--- config.mk ---
export PLATFORM = sky130hd
export DESIGN_NAME = pipe_hazard_ctrl_flat
export DESIGN_NICKNAME = d
export VERILOG_FILES = /design/src/rtl/pipe_hazard_ctrl_if.sv /design/src/rtl/pipe_hazard_ctrl.sv /design/src/flat_wrapper.sv
export SDC_FILE = /design/constraint.sdc
export NUM_CORES = 1
export LEC_CHECK = 0
export ABC_AREA = 1
export CORE_MARGIN = 4
export CORE_UTILIZATION = 44
export CTS_BUF_LIST = sky130_fd_sc_hd__clkbuf_2
export DETAILED_ROUTE_END_ITERATION = 6
export PLACE_DENSITY = 0.92
export SLEW_MARGIN = 30
export SYNTH_ARGS = -nofsm -noshare
export SYNTH_HDL_FRONTEND = slang
export SYNTH_SLANG_ARGS = --single-unit
--- constraint.sdc ---
create_clock -name clk -period 1.6 [get_ports clk]
set_clock_uncertainty 0.15 [all_clocks]
set_input_delay 0.16 -clock clk [delete_from_list [all_inputs] [get_ports clk]]
set_output_delay 0.16 -clock clk [all_outputs]
set_load 0.01 [all_outputs]
--- src/rtl/pipe_hazard_ctrl_if.sv ---
// Signal bundle between the pipeline datapath and the central stall/flush controller.
// slave = controller side, master = pipeline side.
interface pipe_hazard_ctrl_if;
  logic [4:0] id_rs;
  logic [4:0] id_rt;
  logic       id_rs_ren;
  logic       id_rt_ren;
  logic       ex_load;
  logic       ex_regwen;
  logic [4:0] ex_wreg;
  logic       ex_div;
  logic       mem_data_en;
  logic       data_addr_ok;
  logic       data_data_ok;
  logic       inst_wait;
  logic       inst_data_ok;
  logic       mem_flush;

  logic       data_req;
  logic       div_start;
  logic       div_done;
  logic       inst_cancel;
  logic       pc_flush;
  logic       pc_stall;
  logic       ifid_stall;
  logic       idex_stall;
  logic       exmem_stall;
  logic       ifid_refresh;
  logic       idex_refresh;
  logic       exmem_refresh;
  logic       memwb_refresh;

  modport slave (
    input  id_rs, id_rt, id_rs_ren, id_rt_ren, ex_load, ex_regwen, ex_wreg, ex_div,
           mem_data_en, data_addr_ok, data_data_ok, inst_wait, inst_data_ok, mem_flush,
    output data_req, div_start, div_done, inst_cancel, pc_flush,
           pc_stall, ifid_stall, idex_stall, exmem_stall,
           ifid_refresh, idex_refresh, exmem_refresh, memwb_refresh
  );

  modport master (
    output id_rs, id_rt, id_rs_ren, id_rt_ren, ex_load, ex_regwen, ex_wreg, ex_div,
           mem_data_en, data_addr_ok, data_data_ok, inst_wait, inst_data_ok, mem_flush,
    input  data_req, div_start, div_done, inst_cancel, pc_flush,
           pc_stall, ifid_stall, idex_stall, exmem_stall,
           ifid_refresh, idex_refresh, exmem_refresh, memwb_refresh
  );
endinterface

--- src/rtl/pipe_hazard_ctrl.sv ---
// Central stall/flush controller for the five-stage core: data-bus handshake,
// iterative-divide busy tracking, load-use interlock and post-flush fetch cancel.
module pipe_hazard_ctrl #(
  parameter int DIV_CYCLES = 33
) (
  input  logic               clk,
  input  logic               resetn,
  pipe_hazard_ctrl_if.slave  hz
);

  typedef enum logic [1:0] {D_IDLE, D_ADDR, D_DATA} dstate_t;
  typedef enum logic [1:0] {M_IDLE, M_BUSY, M_DONE} mstate_t;

  localparam logic [5:0] DIV_LOAD = 6'(DIV_CYCLES - 1);

  dstate_t    d_q;
  mstate_t    m_q;
  logic [5:0] cnt_q;
  logic       flush_pending_q;
  logic       inst_cancel_q;

  logic dwait;
  logic divbusy;
  logic lu;
  logic flush;
  logic rs_hit;
  logic rt_hit;

  assign dwait   = ((d_q == D_IDLE) & hz.mem_data_en) | (d_q == D_ADDR) |
                   ((d_q == D_DATA) & ~hz.data_data_ok);
  assign divbusy = ((m_q == M_IDLE) & hz.ex_div) | (m_q == M_BUSY);
  // A flush is only taken with no data transaction in flight; otherwise it waits.
  assign flush   = (hz.mem_flush | flush_pending_q) & (d_q == D_IDLE);

  assign rs_hit = hz.id_rs_ren & (hz.id_rs == hz.ex_wreg);
  assign rt_hit = hz.id_rt_ren & (hz.id_rt == hz.ex_wreg);
  assign lu     = hz.ex_load & hz.ex_regwen & (hz.ex_wreg != 5'd0) & (rs_hit | rt_hit);

  always_ff @(posedge clk) begin
    if (!resetn) begin
      d_q             <= D_IDLE;
      m_q             <= M_IDLE;
      cnt_q           <= 6'd0;
      flush_pending_q <= 1'b0;
      inst_cancel_q   <= 1'b0;
    end else begin
      case (d_q)
        D_IDLE:  if (hz.mem_data_en) d_q <= hz.data_addr_ok ? D_DATA : D_ADDR;
        D_ADDR:  if (hz.data_addr_ok) d_q <= D_DATA;
        D_DATA:  if (hz.data_data_ok) d_q <= D_IDLE;
        default: d_q <= D_IDLE;
      endcase

      flush_pending_q <= flush ? 1'b0 : (flush_pending_q | hz.mem_flush);

      if (flush) begin
        m_q   <= M_IDLE;
        cnt_q <= 6'd0;
      end else begin
        case (m_q)
          M_IDLE: if (hz.ex_div) begin
            m_q   <= M_BUSY;
            cnt_q <= DIV_LOAD;
          end
          M_BUSY: begin
            if (cnt_q == 6'd0) m_q <= M_DONE;
            else               cnt_q <= cnt_q - 6'd1;
          end
          // Hold DONE while MEM stalls so the still-present DIV is not restarted.
          M_DONE:  if (!dwait) m_q <= M_IDLE;
          default: m_q <= M_IDLE;
        endcase
      end

      if (hz.inst_data_ok)         inst_cancel_q <= 1'b0;
      else if (flush & hz.inst_wait) inst_cancel_q <= 1'b1;
    end
  end

  always_comb begin
    hz.data_req      = 1'b0;
    hz.div_start     = 1'b0;
    hz.div_done      = 1'b0;
    hz.inst_cancel   = 1'b0;
    hz.pc_flush      = 1'b0;
    hz.pc_stall      = 1'b0;
    hz.ifid_stall    = 1'b0;
    hz.idex_stall    = 1'b0;
    hz.exmem_stall   = 1'b0;
    hz.ifid_refresh  = 1'b0;
    hz.idex_refresh  = 1'b0;
    hz.exmem_refresh = 1'b0;
    hz.memwb_refresh = 1'b0;
    if (resetn) begin
      hz.data_req    = ((d_q == D_IDLE) & hz.mem_data_en) | (d_q == D_ADDR);
      hz.div_start   = (m_q == M_IDLE) & hz.ex_div & ~flush;
      hz.div_done    = (m_q == M_DONE);
      hz.inst_cancel = inst_cancel_q;
      // Segment registers favour refresh over stall, so each level only needs
      // to refresh the segment right behind the stalled ones.
      if (flush) begin
        hz.pc_flush      = 1'b1;
        hz.ifid_refresh  = 1'b1;
        hz.idex_refresh  = 1'b1;
        hz.exmem_refresh = 1'b1;
        hz.memwb_refresh = 1'b1;
      end else if (dwait) begin
        hz.pc_stall      = 1'b1;
        hz.ifid_stall    = 1'b1;
        hz.idex_stall    = 1'b1;
        hz.exmem_stall   = 1'b1;
        hz.memwb_refresh = 1'b1;
      end else if (divbusy) begin
        hz.pc_stall      = 1'b1;
        hz.ifid_stall    = 1'b1;
        hz.idex_stall    = 1'b1;
        hz.exmem_refresh = 1'b1;
      end else if (lu) begin
        hz.pc_stall      = 1'b1;
        hz.ifid_stall    = 1'b1;
        hz.idex_refresh  = 1'b1;
      end else if (hz.inst_wait | inst_cancel_q) begin
        hz.pc_stall      = 1'b1;
        hz.ifid_refresh  = 1'b1;
      end
    end
  end

endmodule
--- src/flat_wrapper.sv ---
// flat-port wrapper written by rule: the top's interface ports become plain ports
module pipe_hazard_ctrl_flat 
#(
  parameter int DIV_CYCLES = 33
)
  (clk, resetn, hz_id_rs, hz_id_rt, hz_id_rs_ren, hz_id_rt_ren, hz_ex_load, hz_ex_regwen, hz_ex_wreg, hz_ex_div, hz_mem_data_en, hz_data_addr_ok, hz_data_data_ok, hz_inst_wait, hz_inst_data_ok, hz_mem_flush, hz_data_req, hz_div_start, hz_div_done, hz_inst_cancel, hz_pc_flush, hz_pc_stall, hz_ifid_stall, hz_idex_stall, hz_exmem_stall, hz_ifid_refresh, hz_idex_refresh, hz_exmem_refresh, hz_memwb_refresh);
  pipe_hazard_ctrl_if hz_i ();
  input  logic clk;
  input  logic resetn;
  input wire logic [$bits(hz_i.id_rs)-1:0] hz_id_rs;
  input wire logic [$bits(hz_i.id_rt)-1:0] hz_id_rt;
  input wire logic [$bits(hz_i.id_rs_ren)-1:0] hz_id_rs_ren;
  input wire logic [$bits(hz_i.id_rt_ren)-1:0] hz_id_rt_ren;
  input wire logic [$bits(hz_i.ex_load)-1:0] hz_ex_load;
  input wire logic [$bits(hz_i.ex_regwen)-1:0] hz_ex_regwen;
  input wire logic [$bits(hz_i.ex_wreg)-1:0] hz_ex_wreg;
  input wire logic [$bits(hz_i.ex_div)-1:0] hz_ex_div;
  input wire logic [$bits(hz_i.mem_data_en)-1:0] hz_mem_data_en;
  input wire logic [$bits(hz_i.data_addr_ok)-1:0] hz_data_addr_ok;
  input wire logic [$bits(hz_i.data_data_ok)-1:0] hz_data_data_ok;
  input wire logic [$bits(hz_i.inst_wait)-1:0] hz_inst_wait;
  input wire logic [$bits(hz_i.inst_data_ok)-1:0] hz_inst_data_ok;
  input wire logic [$bits(hz_i.mem_flush)-1:0] hz_mem_flush;
  output wire logic [$bits(hz_i.data_req)-1:0] hz_data_req;
  output wire logic [$bits(hz_i.div_start)-1:0] hz_div_start;
  output wire logic [$bits(hz_i.div_done)-1:0] hz_div_done;
  output wire logic [$bits(hz_i.inst_cancel)-1:0] hz_inst_cancel;
  output wire logic [$bits(hz_i.pc_flush)-1:0] hz_pc_flush;
  output wire logic [$bits(hz_i.pc_stall)-1:0] hz_pc_stall;
  output wire logic [$bits(hz_i.ifid_stall)-1:0] hz_ifid_stall;
  output wire logic [$bits(hz_i.idex_stall)-1:0] hz_idex_stall;
  output wire logic [$bits(hz_i.exmem_stall)-1:0] hz_exmem_stall;
  output wire logic [$bits(hz_i.ifid_refresh)-1:0] hz_ifid_refresh;
  output wire logic [$bits(hz_i.idex_refresh)-1:0] hz_idex_refresh;
  output wire logic [$bits(hz_i.exmem_refresh)-1:0] hz_exmem_refresh;
  output wire logic [$bits(hz_i.memwb_refresh)-1:0] hz_memwb_refresh;
  assign hz_i.id_rs = hz_id_rs;
  assign hz_i.id_rt = hz_id_rt;
  assign hz_i.id_rs_ren = hz_id_rs_ren;
  assign hz_i.id_rt_ren = hz_id_rt_ren;
  assign hz_i.ex_load = hz_ex_load;
  assign hz_i.ex_regwen = hz_ex_regwen;
  assign hz_i.ex_wreg = hz_ex_wreg;
  assign hz_i.ex_div = hz_ex_div;
  assign hz_i.mem_data_en = hz_mem_data_en;
  assign hz_i.data_addr_ok = hz_data_addr_ok;
  assign hz_i.data_data_ok = hz_data_data_ok;
  assign hz_i.inst_wait = hz_inst_wait;
  assign hz_i.inst_data_ok = hz_inst_data_ok;
  assign hz_i.mem_flush = hz_mem_flush;
  assign hz_data_req = hz_i.data_req;
  assign hz_div_start = hz_i.div_start;
  assign hz_div_done = hz_i.div_done;
  assign hz_inst_cancel = hz_i.inst_cancel;
  assign hz_pc_flush = hz_i.pc_flush;
  assign hz_pc_stall = hz_i.pc_stall;
  assign hz_ifid_stall = hz_i.ifid_stall;
  assign hz_idex_stall = hz_i.idex_stall;
  assign hz_exmem_stall = hz_i.exmem_stall;
  assign hz_ifid_refresh = hz_i.ifid_refresh;
  assign hz_idex_refresh = hz_i.idex_refresh;
  assign hz_exmem_refresh = hz_i.exmem_refresh;
  assign hz_memwb_refresh = hz_i.memwb_refresh;
  pipe_hazard_ctrl #(.DIV_CYCLES(DIV_CYCLES)) u_core (.clk(clk), .resetn(resetn), .hz(hz_i));
endmodule
==> results.tsv <==
stage	metric	value	unit
pwr	combinational share of power	48.8	%
logic_synthesis	most repeated cell in the gate-level netlist after synthesis	sky130_fd_sc_hd__nand2_1	
pwr	internal power	613	uW
cts	maximum level of the CTS H-tree	1	
drt	total number of vias	1315	
critical_path	critical path start-end classification	flop to output port	
drt	final wirelength	3250	um
logic_synthesis	Yosys reg bits	12	
sta	tightest slew margin relative to the limit	85.8	%
floorplanning	top-level I/O count	41	
drt	count of unresolved DRC violations after routing	0	
sta	Final Hold Viols	0	
drt	routed vias/inst	5.06	
hold_path	type of the worst min-delay path	input pin to flop	
place	DP HPWL	2530	um
critical_path	CP cell instances	or2_4 -> o21a_4 -> nor2_4 -> nand2_2 -> o21ai_2 -> buf_2	
critical_path	critical register-to-register path startpoint	u_core.d_q[0]$_SDFFE_PN0P_	
critical_path	worst path buffer plus inverter count	1	
grt	aggregate global routing overflow	0	
cts	cts bufs inserted	3	
grt	antenna violations before repair	0	
drt	Starting DRT DRC Count	37	
logic_synthesis	cell types with the largest area share after synthesis	sky130_fd_sc_hd__dfxtp_1 (25%), sky130_fd_sc_hd__nand2_1 (19%), sky130_fd_sc_hd__nor2_1 (10%)	
cts	largest buffer count on any clock path	2	
logic_synthesis	number of distinct library cell variants in the gate-level netlist after synthesis	24	
cts	TritonCTS clock tree	built	
floorplanning	chip height	54.9	um
logic_synthesis	cell taking the most area after synthesis	sky130_fd_sc_hd__dfxtp_1	
grt	GRT Total Usage	22.9	%
place	placer congestion estimate	0.903	
cts	Clk Tree Root Cell	sky130_fd_sc_hd__clkbuf_2	
sta	final cycle utilization of the critical path	120	%
logic_synthesis	Synthesis Warnings	0	
layout	count of inserted antenna diode cells	0	
critical_path	family of cells with the greatest summed delay on the critical path	simple AND/OR/NAND/NOR gates	
layout	fill count	125	
logic_synthesis	number of enable-type register cells in the synthesized netlist	0	
pwr	Max IR drop VDD	0.000343	V
logic_synthesis	post-synth top area share	24.9	%
floorplanning	area of the core	2020	um^2
sta	total of endpoints with negative setup slack in the final report	10	
logic_synthesis	nets in the synthesized netlist	195	
critical_path	endpoint kind of the worst setup timing path	output port	
cts	CTS sink cnt	12	
pwr	net switching power	372	uW
job	total of max-cap violations	0	
grt	wire length of the first global-routing pass	4930	um
floorplanning	horizontal die dimension	54.9	um
floorplanning	number of rows created at floorplan	16	
critical_path	delay of the slowest cell on the worst path	350	ps
layout	Total Nets Final	264	
pwr	Overall Power	985	uW
critical_path	startpoint type of the worst setup path	flop	
cts	clock insertion delay at the later pin of the skew report	290	ps
logic_synthesis	synthesized netlist cell count	165	
logic_synthesis	share of flip-flops with an asynchronous set or reset	0	%
pwr	leakage power	0.000857	uW
critical_path	data required time of the worst path	1290	ps
grt	largest net degree at the start of global routing	9	
logic_synthesis	Mapped Avg Cell Area	5.85	um^2
drt	average detailed-routed wire length per instance	12.5	um
logic_synthesis	synth cell count leaders	sky130_fd_sc_hd__nand2_1 (50), sky130_fd_sc_hd__nor2_1 (26), sky130_fd_sc_hd__inv_1 (25)	
sta	transition time of the tightest slew-check pin	212	ps
floorplanning	starting density of the core	47.8	%
sta	final critical-path setup slack	-314	ps
place	count of input and output buffers	40	
pwr	PD cells	611	nW/um^2
layout	post-synthesis to final-layout area growth	67.0	%
run_status	run status	finished, violations left	
logic_synthesis	primary flip-flop cell chosen by synthesis mapping	sky130_fd_sc_hd__dfxtp_1	
critical_path	arrival time reported for the critical path endpoint	1600	ps
drt	antenna-violating nets left	0	
sta	fmax	522	MHz
drt	iteration count of the initial detailed-routing pass	4	
logic_synthesis	share of the yosys chip area belonging to registers	24.9	%
cts	clock-pin transition on the worst setup and hold timing paths	140	ps
critical_path	launch point of the worst path	u_core.d_q[0]$_SDFFE_PN0P_	
sta	RSZ-0062 raised after global routing	yes	
logic_synthesis	total standard cell area after synthesis	966	um^2
cts	number of buffers added to fix hold violations after cts	0	
run_status	violations in the final reports	setup timing	
pwr	clock power share	17.3	%
layout	share of cells above drive strength 1	29.6	%
hold_path	HP Start	hz_data_addr_ok	
pwr	Reg power frac	33.9	%
sta	final worst path period need	1910	ps
sta	sum of negative setup slack	-2300	ps
critical_path	maximum fanout along the worst path	4	
floorplanning	die area	3010	um^2
pwr	net switching share of the total power	37.8	%
critical_path	standard cell with the maximum stage delay on the critical path	sky130_fd_sc_hd__dfxtp_2	
sta	fin. max-slew vios	0	
grt	via count of the first global-routing pass	1253	
-- final timing paths --
kind | end | slack [ps] | cells past startpoint
min reg2reg | u_core.cnt_q[5]$_SDFFE_PP0P_ | 350 | 2
min | u_core.d_q[0]$_SDFFE_PN0P_ | 260 | 2
max reg2reg | u_core.inst_cancel_q$_SDFFE_PP0P_ | 90 | 7
max | hz_idex_refresh | -310 | 6
-- worst register-to-register path, stage by stage, from the launching register on --
cell                       delay, ps
sky130_fd_sc_hd__dfxtp_2         350
sky130_fd_sc_hd__or2_4           260
sky130_fd_sc_hd__nor2_4          130
sky130_fd_sc_hd__inv_2            60
sky130_fd_sc_hd__nor2_4          140
sky130_fd_sc_hd__inv_4            70
sky130_fd_sc_hd__buf_4           130
sky130_fd_sc_hd__a211oi_2        150
-- layer usage --
metal	global-route usage, %	share of wire, %	up-vias
li1	-	-	642
met3	2.45	6.2	11
met4	13.3	3.4	0
met5	0	0	-
met2	46.7	52	63
met1	21.0	38	599
-- timing repair --
action                                  CTS  global route
endpoints found under the setup margin   13            18
buffers inserted                          6             1
pin swaps                                 9             3
endpoints found under the hold margin     0             0
resized for setup                        61             9
-- layout make-up --
type	count	area, um^2	area share, %
Inverter	31	121	7.53
Clock buffer	3	15.0	0.931
Multi-Input combinational cell	122	649	40.3
Tap cell	27	33.8	2.09
Sequential cell	12	244	15.1
Timing Repair Buffer	64	546	33.8
Clock inverter	1	3.75	0.233
-- cell usage in the layout (no fill, tap or decap), drive strengths merged, types with 3 or more instances in the layout --
cell,netlist,final
o21ai,6,6
nor2,33,33
clkdlybuf4s50,0,27
nand2,53,53
nand3,8,8
dfxtp,12,12
buf,0,35
inv,30,31
nand4,3,3
a21oi,6,6
clkbuf,0,3
-- registers in the layout (all words and copies together) (netlist names) --
name,count
u_core.inst_cancel_q,1
u_core.flush_pending_q,1
u_core.d_q,2
u_core.m_q,2
u_core.cnt_q,6
-- per-stage QoR --
| stage | instance area (um^2) | hold WS (ps) | std cells | setup slack, ps | util [%] |
|---|---|---|---|---|---|
| 6_report | 1610 | 262 | 260 | -314 | 79.8 |
| 5_1_grt | 1610 | 276 | 260 | -363 | 79.8 |
| 4_1_cts | 1580 | 258 | 259 | -327 | 78.2 |
| 3_5_place_dp | 1530 | 335 | 249 | -623 | 75.6 |
| 3_3_place_gp | 1530 | 309 | 249 | -576 | 75.6 |
| 2_1_floorplan | 966 | 83.0 | 165 | 158 | - |
-- power by group through the flow --
| stage | clock network [uW] | logic [uW] | registers [uW] |
|---|---|---|---|
| 5_1_grt | 185 | 520 | 335 |
| 6_report | 171 | 481 | 334 |
| 3_3_place_gp | 0 | 419 | 336 |
| 3_5_place_dp | 0 | 436 | 338 |
| 2_1_floorplan | 0 | 219 | 335 |
| 4_1_cts | 173 | 453 | 332 |
-- kinds of logic after synthesis --
kind of cell | count (synthesis) | synth area share, %
compound gates | 15 | 10.2
fa+ha+maj | 2 | 2.59
flops | 12 | 24.9
xor+xnor | 2 | 1.81
simple gates | 103 | 48.3
buf+inv | 31 | 12.2
No activity file was read; power rests on OpenSTA's default activity.
